**src/rtl/wide_add_seq_pkg.sv**
```systemverilog
// Shared constants and FSM encoding for the multi-word sequential adder.
package wide_add_seq_pkg;

  localparam int WORD_W = 32;

  typedef enum logic [1:0] {
    IDLE  = 2'd0,
    RUN   = 2'd1,
    DRAIN = 2'd2
  } state_t;

endpackage

```
**src/rtl/wide_add_seq_rca.sv**
```systemverilog
// Ripple-carry adder: one full-adder cell per bit, carry chained LSB to MSB.
module rca #(
  parameter int W = 32
) (
  input  logic [W-1:0] a,
  input  logic [W-1:0] b,
  input  logic         cin,
  output logic [W-1:0] sum,
  output logic         cout
);

  logic [W:0] c;

  assign c[0] = cin;

  for (genvar g = 0; g < W; g++) begin : g_fa
    assign sum[g]  = a[g] ^ b[g] ^ c[g];
    assign c[g+1]  = (a[g] & b[g]) | (c[g] & (a[g] ^ b[g]));
  end

  assign cout = c[W];

endmodule

```
**src/rtl/wide_add_seq.sv**
```systemverilog
// Word-serial wide adder: operands stream in LSW first, one word per cycle,
// carry kept between words; result words come out one cycle after each accept.
module wide_add_seq
  import wide_add_seq_pkg::*;
#(
  parameter int WORDS = 4,
  parameter int W     = WORD_W
) (
  input  logic         clk,
  input  logic         rst,
  input  logic         start,
  input  logic         cin,
  input  logic         in_valid,
  output logic         in_ready,
  input  logic [W-1:0] a_word,
  input  logic [W-1:0] b_word,
  output logic         out_valid,
  input  logic         out_ready,
  output logic [W-1:0] sum_word,
  output logic         last,
  output logic         cout,
  output logic         ovf,
  output logic         busy
);

  localparam int CW = $clog2(WORDS + 1);
  localparam logic [CW-1:0] LAST_CNT = CW'(WORDS - 1);

  state_t        state, state_nxt;
  logic          carry;
  logic [CW-1:0] cnt;
  logic [W-1:0]  rsum;
  logic          rcout;
  logic          accept;
  logic          is_last;
  logic          take;

  assign in_ready = (state == RUN) && (!out_valid || out_ready);
  assign accept   = in_valid && in_ready;
  assign is_last  = (cnt == LAST_CNT);
  assign take     = out_valid && out_ready;
  assign busy     = (state != IDLE);

  rca #(.W(W)) u_rca (
    .a    (a_word),
    .b    (b_word),
    .cin  (carry),
    .sum  (rsum),
    .cout (rcout)
  );

  // State register.
  always_ff @(posedge clk or posedge rst) begin
    if (rst) state <= IDLE;
    else     state <= state_nxt;
  end

  // Next state: start only from IDLE, so a start coinciding with the
  // DRAIN->IDLE step lands on the following cycle.
  always_comb begin
    state_nxt = state;
    case (state)
      IDLE:    if (start)                state_nxt = RUN;
      RUN:     if (accept && is_last)    state_nxt = DRAIN;
      DRAIN:   if (take && last)         state_nxt = IDLE;
      default:                           state_nxt = IDLE;
    endcase
  end

  // Carry and word counter: loaded on start, advanced on every accept.
  always_ff @(posedge clk or posedge rst) begin
    if (rst) begin
      carry <= 1'b0;
      cnt   <= '0;
    end else if (state == IDLE && start) begin
      carry <= cin;
      cnt   <= '0;
    end else if (accept) begin
      carry <= rcout;
      cnt   <= cnt + 1'b1;
    end
  end

  // Output register: loads on accept, clears when taken, holds while stalled.
  // Overflow uses the carry into the MSB, recovered from a^b^sum at bit W-1.
  always_ff @(posedge clk or posedge rst) begin
    if (rst) begin
      out_valid <= 1'b0;
      sum_word  <= '0;
      last      <= 1'b0;
      cout      <= 1'b0;
      ovf       <= 1'b0;
    end else if (accept) begin
      out_valid <= 1'b1;
      sum_word  <= rsum;
      last      <= is_last;
      cout      <= is_last & rcout;
      ovf       <= is_last & (a_word[W-1] ^ b_word[W-1] ^ rsum[W-1] ^ rcout);
    end else if (take) begin
      out_valid <= 1'b0;
      last      <= 1'b0;
      cout      <= 1'b0;
      ovf       <= 1'b0;
    end
  end

endmodule
```
**config.mk**
```make
export PLATFORM = sky130hd
export DESIGN_NAME = wide_add_seq
export DESIGN_NICKNAME = d
export VERILOG_FILES = /design/src/rtl/wide_add_seq_pkg.sv /design/src/rtl/wide_add_seq_rca.sv /design/src/rtl/wide_add_seq.sv
export SDC_FILE = /design/constraint.sdc
export NUM_CORES = 1
export LEC_CHECK = 0
export ABC_AREA = 0
export CAP_MARGIN = 5
export CORE_UTILIZATION = 25
export CTS_BUF_LIST = sky130_fd_sc_hd__clkbuf_8
export DETAILED_ROUTE_END_ITERATION = 16
export PLACE_DENSITY = 0.61
export SYNTH_ARGS = -nofsm -noshare
export SYNTH_HDL_FRONTEND = slang
export SYNTH_HIERARCHICAL = 1
export SYNTH_SLANG_ARGS = --single-unit
```
**constraint.sdc**
```tcl
create_clock -name clk -period 15.53 [get_ports clk]
set_input_delay 2.3295 -clock clk [delete_from_list [all_inputs] [get_ports clk]]
set_output_delay 2.3295 -clock clk [all_outputs]
set_load 0.05 [all_outputs]
```
# Yosys cells after proc, flatten, opt, wreduce, memory -nomap -nowiden
# Cells that the tools add are included.
word_totals:
  regBits: 42
  elab_cells: 205
  out_inout_bits: 38
classes:
  eq_ne: 6
  bitwise_logic: 164
  addsub: 1
  n_reduce_logical: 13
  muxes: 13
ops:
  columns: ["cell", "n"]
  rows:
  - ["$and 1x1->1", 66]
  - ["$xor 1x1->1", 66]
  - ["$or 1x1->1", 32]
  - ["$mux 1", 7]
  - ["$logic_and 1x1->1", 6]
  - ["$mux 2", 3]
  - ["$mux 3", 2]
  - ["$pmux 2 s3", 1]
  - ["$reduce_bool 2->1", 3]
  - ["$ne 2x2->1 const B", 2]
  - ["$add 3x1->3 const B", 1]
  - ["$eq 3x2->1 const B", 1]
  - ["$reduce_and 3->1", 1]
  - ["$eq 2x1->1 const B", 1]
  - ["$eq 2x2->1 const B", 1]
  - ["$logic_not 2->1", 1]
  - ["$ne 2x1->1 const B", 1]
  - ["$logic_not 1->1", 1]
  - ["$logic_or 1x1->1", 1]

# Logic depth before layout (Yosys ltp)
# Gate-level depths: netlist (run 1).
logic_depth:
  depth_word: 68
  ltp_mapped: 39

# Modules after synthesis
# Netlist (run 1), hierarchy kept.
by_module_without_submodules:
  columns: ["mod", "n_inst", "cells_each", "area_per_inst_um2"]
  rows:
  - ["wide_add_seq", 1, 117, 1719.1]
  - ["rca", 1, 42, 678.2]

# Least setup slack after synthesis (run 1)
# No wires, ideal clock.
synth_timing:
  path_type: "input to register"
  startpoint: "input a_word[0]"
  endpoint: "register ovf"
  cell_stages: 39
  setup_time_ns: 0.126
  setup_slack_ns: 0.561
  t_arrival_ns: 14.843
  required_time_ns: 15.404
  path_cell_list: "fa_1 -> fa_1 -> fa_1 -> fa_1 -> fa_1 -> fa_1 -> fa_1 -> fa_1 -> fa_1 -> fa_1 -> fa_1 -> fa_1 -> fa_1 -> fa_1 -> fa_1 -> fa_1 -> inv_1 -> fa_1 -> [3 not listed] -> fa_1 -> fa_1 -> fa_1 -> fa_1 -> fa_1 -> fa_1 -> fa_1 -> fa_1 -> fa_1 -> fa_1 -> fa_1 -> fa_1 -> inv_1 -> fa_1 -> inv_1 -> xnor2_1 -> xnor2_1 -> o22ai_1"
synth_between:
  elab_chain_cells: 68
  elab_cells_between_ends: 71
  cone_classes: "mux (1); bitwise (70)"
synth_rtl:
  columns: ["element", "line", "rtl"]
  rows:
  - ["from (decl)", "wide_add_seq.sv:15", "input logic [W-1:0] a_word,"]
  - ["$xor 1x1->1", "wide_add_seq_rca.sv:18", "assign c[g+1] = (a[g] & b[g]) | (c[g] & (a[g] ^ b[g]));"]
  - ["$and 1x1->1", "wide_add_seq_rca.sv:18", null]
  - ["$or 1x1->1 *", "wide_add_seq_rca.sv:18", null]
  - ["$and 1x1->1 *", "wide_add_seq_rca.sv:18", null]
  - ["$or 1x1->1 *", "wide_add_seq_rca.sv:18", null]
  - ["$and 1x1->1 *", "wide_add_seq_rca.sv:18", null]
  - ["$or 1x1->1 *", "wide_add_seq_rca.sv:18", null]
  - ["$and 1x1->1 *", "wide_add_seq_rca.sv:18", null]
  - ["[52 not listed]", null, null]
  - ["$or 1x1->1 *", "wide_add_seq_rca.sv:18", null]
  - ["$and 1x1->1 *", "wide_add_seq_rca.sv:18", null]
  - ["$or 1x1->1 *", "wide_add_seq_rca.sv:18", null]
  - ["$xor 1x1->1 *", "wide_add_seq_rca.sv:17", "assign sum[g] = a[g] ^ b[g] ^ c[g];"]
  - ["via rsum[31]", "wide_add_seq.sv:32", "logic [W-1:0] rsum;"]
  - ["$xor 1x1->1 * (2 in a row)", "wide_add_seq.sv:98", "ovf <= is_last & (a_word[W-1] ^ b_word[W-1] ^ rsum[W-1] ^ rcout);"]
  - ["$and 1x1->1 *", "wide_add_seq.sv:98", null]
  - ["$mux 1 *", "wide_add_seq.sv:93", "end else if (accept) begin"]
  - ["to (signal assigned)", "wide_add_seq.sv:98", null]
  - ["to (decl)", "wide_add_seq.sv:22", "output logic ovf,"]
# Mark *: on every way through the listed nets, which the timed path passes. The rest lies on a longest branch.
# A chain may end at the register's enable or synchronous reset.

# Worst setup path after layout (run 1)
# Same ends and word-level chain as after synthesis.

==> flow_metrics.tcl, run 1 <==
set metrics [dict create \
    status "completed" \
    criticalPathCategory "input pin to flip-flop" \
    worstPathRequired_ns 15.67 \
    critPathArrivalTime_ns 15.22 \
    tightest_slew_ns 0.927 \
    initial_core_util_pct 25.8 \
    reg2reg_slack_ns 2.59 \
    final_cell_mix "clkdlybuf4s50_1, dfrtp_1, mux2_2" \
    drt_wl_total_um 5240 \
    area_delta_synth_final_pct 55.7 \
    critPathBufInv 5 \
    hold_path_end "sum_word[6]" \
    synth_seq_area_share_pct 43.8 \
    routabilityCongestion 0.714 \
    clk_latency_ns 0.28 \
    drv_slew 0 \
    port_buffers 107 \
    reg2reg_to "ovf" \
    hold_buffers 0 \
    drc 0 \
    ir_drop_mv 0.0855 \
    hp-class "flip-flop to flip-flop" \
    critPathMaxFanout 2 \
    cp-start-kind "input pin" \
    die-area_mm2 0.00999 \
    ys_warn_count 6 \
    place_area_mm2 0.00361 \
    dp_hpwl_um 3990 \
    clock_sinks 42 \
    finalNonFillerCells 400 \
    synthCells 159 \
    power_density_mw_per_mm2 184 \
    hold_start "sum_word[6]" \
    slew_headroom_pct 38.1 \
    maxCapViolCount 0 \
    clockRootBuffer "clkbuf_8" \
    antenna_found_initial 0 \
    via_count 1653 \
    grt-ovfl-total 0 \
    cts_buffers 5 \
    finalSetupViolations 0 \
    grt_pass1_vias 1937 \
    hold_viol_final 0 \
    grt_start_max_net_pins 43 \
    yosys.area.top_type_share_pct 43.8 \
    synth_fp_nets 263 \
    synth_area_leader_cell "dfrtp_1" \
    timing.final.crit_share_pct 97.1 \
    die_h_um 99.9 \
    ys_ff_latch 42 \
    ys_types 27 \
    cts_tree "yes" \
    pin_count 108 \
    grt_pass1_wl_um 9140 \
    final.setup.tns_ns 0 \
    post_drt_wl_per_cell_um 13.1 \
    synth_area_mm2 0.00240 \
    hold_depth 1 \
    cts.reportedPaths.clkPinSlew_ns 0.08 \
    cts_setup_buffers 0 \
    initialDrtViolationCount 24 \
    core_area_mm2 0.00928 \
    worst_path_max_delay_cell "fa_1" \
    rsz0062_at_grt "no" \
    final_layout_size_suffix_gt1_share_pct 23.2 \
    final_area_mm2 0.00373 \
    clockBufferDepth 2 \
    final_nets 376 \
    postRouteAntennaNets 0 \
    ff2ff_path_depth 39 \
    final_util_pct 40.2 \
    cpLargestDelayFamily "adder cells" \
    first_pass_iters 4 \
    num_rows 35 \
    p_leak_nw 1.49 \
    min_period_ns 15.08 \
    via_per_inst 4.13 \
    synthTopCellsByArea "dfrtp_1, fa_1, mux2_2" \
    cts_max_level 2 \
    final_common_cell "clkdlybuf4s50_1" \
    syn_avg_cell_area_um2 15.1 \
    dp.cells 394 \
    crit_path_end_kind "flip-flop" \
    dieWidth_um 99.9 \
    clock_skew_ns 0.00641 \
    grt.total_usage_pct 11.9 \
    cp_slowest_stage_delay_ns 0.45 \
    antenna_cells 0 \
    timing.rr.start "carry" \
    max_freq_mhz 66.3 \
]
flip-flops by register name (all words and copies together), names as in the netlist:
| register | count |
|---|---|
| ovf | 1 |
| carry | 1 |
| sum_word | 32 |
| cout | 1 |
| state | 2 |
| out_valid | 1 |
| last | 1 |
| cnt | 3 |
kinds of logic after synthesis:
family	Yosys count	synth area share, %
AOI/OAI and AO/OA	6	1.67
muxes	35	16.3
adders and majority gates	34	27.8
and+or+nand+nor	23	5.69
xor gates and xnor gates	3	1.10
DFF	42	43.8
buffers and inverters	16	3.60
per-layer routing:
metal | wire [µm] | GRT usage [%] | vias to the layer above | part of all wire, %
met5 | 0 | 0 | - | 0
met4 | 17 | 2.71 | 0 | 0.32
met3 | 404 | 3.97 | 2 | 7.7
met2 | 2590 | 20.1 | 66 | 49
met1 | 2230 | 14.6 | 835 | 42
li1 | - | - | 750 | -
timing repair:
item | CTS | global route
pin swaps | 1 | 1
endpoints found under the setup margin | 4 | 3
cloned | 0 | 0
endpoints found under the hold margin | 0 | 0
resized for setup | 10 | 6
cell usage after synthesis, drive strengths merged:
library cell  number
mux2              33
dfrtp             42
buf                4
nand3b             1
o22ai              1
nand3              2
o21ai              2
a221o              1
nor3b              1
xnor2              3
mux2i              2
and3               1
nand4              2
or3b               1
nand2              9
or2                1
inv               12
a31oi              1
nor2               1
a211oi             1
ha                 2
fa                32
nand2b             1
and2               2
nor2b              1
through the flow:
step / hold WS [ns] / setup WS, ns / power (mW)
finish: 0.507 / 0.454 / 0.686
floorplan: 0.498 / 0.561 / 0.476
global placement: 0.471 / -0.804 / 0.615
CTS: 0.514 / 0.0223 / 0.698
detailed placement: 0.495 / -0.819 / 0.619
global route: 0.526 / 0.0137 / 0.731
where the power goes:
group          switching, mW  internal (mW)
combinational          0.255          0.169
clock                 0.0359         0.0344
sequential            0.0292          0.162
total                  0.320          0.366
area by class of cell:
class	count	area (µm²)
timing repair buffer	110	1090
multi-input combinational	101	1300
inverter	12	45.0
clock buffer	6	82.6
fill	909	5550
sequential	42	1050
tap	129	161
worst max path at each step:
| stage | depth (start not counted) | slack [ns] | startpoint | to |
|---|---|---|---|---|
| CTS | 40 | 0.02 | a_word[0] | ovf |
| finish | 40 | 0.45 | a_word[0] | ovf |
| global placement | 40 | -0.80 | a_word[0] | ovf |
| floorplan | 39 | 0.56 | a_word[0] | ovf |
| global route | 40 | 0.01 | a_word[0] | ovf |
| detailed placement | 40 | -0.82 | a_word[0] | ovf |
(Power assumes the default switching activity.)
==> inputs of run 2 (changes only) <==
==> constraint.sdc (replaced) <==
create_clock -name clk -period 15.53 [get_ports clk]
set_input_delay 1.553 -clock clk [delete_from_list [all_inputs] [get_ports clk]]
set_output_delay 1.553 -clock clk [all_outputs]
set_load 0.05 [all_outputs]
==> flow_metrics.tcl, run 2 (synthesis gave the netlist of run 1 again) <==
set metrics [dict create \
    rsz0062_at_grt "no" \
    sw_frac_of_total_pct 46.8 \
    p_clk_share_pct 10.6 \
    cts_tree "yes" \
    finalSetupViolations 0 \
    port_buffers 107 \
    drc 0 \
    seqPwrFrac_pct 27.9 \
    largest_register_ffs 32 \
    worst_path_max_delay_cell "fa_1" \
    clk_latency_ns 0.29 \
    total_power_uw 685 \
    largest-register "sum_word" \
    hold_viol_final 0 \
    final_util_pct 39.7 \
    dp_hpwl_um 3970 \
    postRouteAntennaNets 0 \
    status "completed" \
    grt.total_usage_pct 11.3 \
    final_common_cell "clkdlybuf4s50_1" \
    antenna_cells 0 \
    timing.final.crit_share_pct 96.5 \
    via_count 1618 \
    grt_start_max_net_pins 43 \
    clockBufferDepth 2 \
    grt_pass1_wl_um 8840 \
    ir_drop_mv 0.0847 \
    drv_slew 0 \
    first_pass_iters 4 \
    cts.reportedPaths.clkPinSlew_ns 0.08 \
    final_cell_mix "clkdlybuf4s50_1, dfrtp_1, mux2_2" \
    slew_headroom_pct 40.3 \
    critPathMaxFanout 2 \
    antenna_found_initial 0 \
    dp.cells 391 \
    criticalPathCategory "input pin to flip-flop" \
    post_drt_wl_per_cell_um 12.9 \
    reg_top3 "sum_word: 32 flops, cnt: 3 flops, state: 2 flops" \
    cpLargestDelayFamily "adder cells" \
    grt-ovfl-total 0 \
    routabilityCongestion 0.704 \
    area_delta_synth_final_pct 53.6 \
    final_layout_size_suffix_gt1_share_pct 17.0 \
    core_area_mm2 0.00928 \
    p_leak_nw 1.50 \
    cts_buffers 5 \
    tightest_slew_ns 0.894 \
    critPathBufInv 5 \
    num_rows 35 \
    cp-start-kind "input pin" \
    p_sw_uw 320 \
    die_h_um 99.9 \
    grt_pass1_vias 1784 \
    initial_core_util_pct 25.8 \
    hp-class "flip-flop to flip-flop" \
    clockRootBuffer "clkbuf_8" \
    pin_count 108 \
    max_freq_mhz 66.7 \
    drt_wl_total_um 5170 \
    final_nets 373 \
    dieWidth_um 99.9 \
    power_density_mw_per_mm2 186 \
    maxCapViolCount 0 \
    cts_max_level 2 \
    timing.hold.ws_ns 0.507 \
    path_common_cell "fa_1" \
    cp_slowest_stage_delay_ns 0.45 \
    critPathArrivalTime_ns 15.14 \
    min_period_ns 14.99 \
    combPwrFrac_pct 61.5 \
    finalNonFillerCells 399 \
    worstPathRequired_ns 15.68 \
    via_per_inst 4.06 \
    crit_path_end_kind "flip-flop" \
    initialDrtViolationCount 25 \
    clock_skew_ns 0.00343 \
    clock_sinks 42 \
    die-area_mm2 0.00999 \
    internal_power_uw 365 \
]
==> run 2: cell types whose count changed in the layout (fill, tap and decap cells not counted), sizes merged <==
cell / previous run / this run
buf: 3 / 0
clkinv: 0 / 1
inv: 12 / 13
==> run 2: path summary, 6_finish.rpt <==
kind / startpoint / end / slack, ns / cells after the start
worst max-delay path: a_word[0] / ovf / 0.54 / 40
worst min-delay path: sum_word[12] / sum_word[12] / 0.51 / 1
worst max register to register: carry / ovf / 1.89 / 39
worst min register to register: sum_word[12] / sum_word[12] / 0.51 / 1
max in group asynchronous: rst / cnt[1] / 13.20 / 2
min in group asynchronous: rst / sum_word[8] / 1.78 / 2
==> run 2: metrics by stage <==
stage	setup WS, ns	TNS [ns]	instance area (µm²)
finish	0.538	0	3680
global route	0.0256	0	3680
CTS	0.298	0	3680
detailed placement	0.00109	0	3590
global placement	-0.0347	-0.0347	3590
floorplan	1.34	0	2400
==> run 2: cell type report <==
class,count,area (µm²)
tap,129,161
inverter,12,45.0
clock buffer,6,82.6
sequential,42,1050
timing repair buffer,107,1070
multi-input combinational,101,1260
clock inverter,2,8.76
fill,916,5600
==> run 2: per-layer routing <==
layer | track usage, % | share of wire, %
met4 | 2.71 | 0.76
met2 | 18.2 | 48
met5 | 0 | 0
met3 | 4.04 | 9.1
met1 | 14.4 | 43
==> run 2: power by group through the flow <==
stage | registers, mW | clock network, mW | logic, mW
2_1_floorplan | 0.352 | 0 | 0.124
3_3_place_gp | 0.191 | 0 | 0.423
3_5_place_dp | 0.193 | 0 | 0.426
4_1_cts | 0.192 | 0.0780 | 0.427
5_1_grt | 0.199 | 0.0824 | 0.447
6_report | 0.191 | 0.0727 | 0.421
==> run 2: repair_timing <==
action                     4_1_cts  5_1_grt
setup endpoints to repair        0        1
resized for setup                0        1
buffers inserted                 0        0
hold buffers                     0        0
==> run 2: worst reg2reg max path: cells and delay by family, from the launching register on <==
| family | cells | cell delay [ns] |
|---|---|---|
| adder cells (fa/ha/maj) | 32 | 12.43 |
| flip-flops | 1 | 0.40 |
| buffers and inverters | 4 | 0.30 |
| XOR/XNOR | 2 | 0.26 |
| AO/OA/AOI/OAI | 1 | 0.10 |
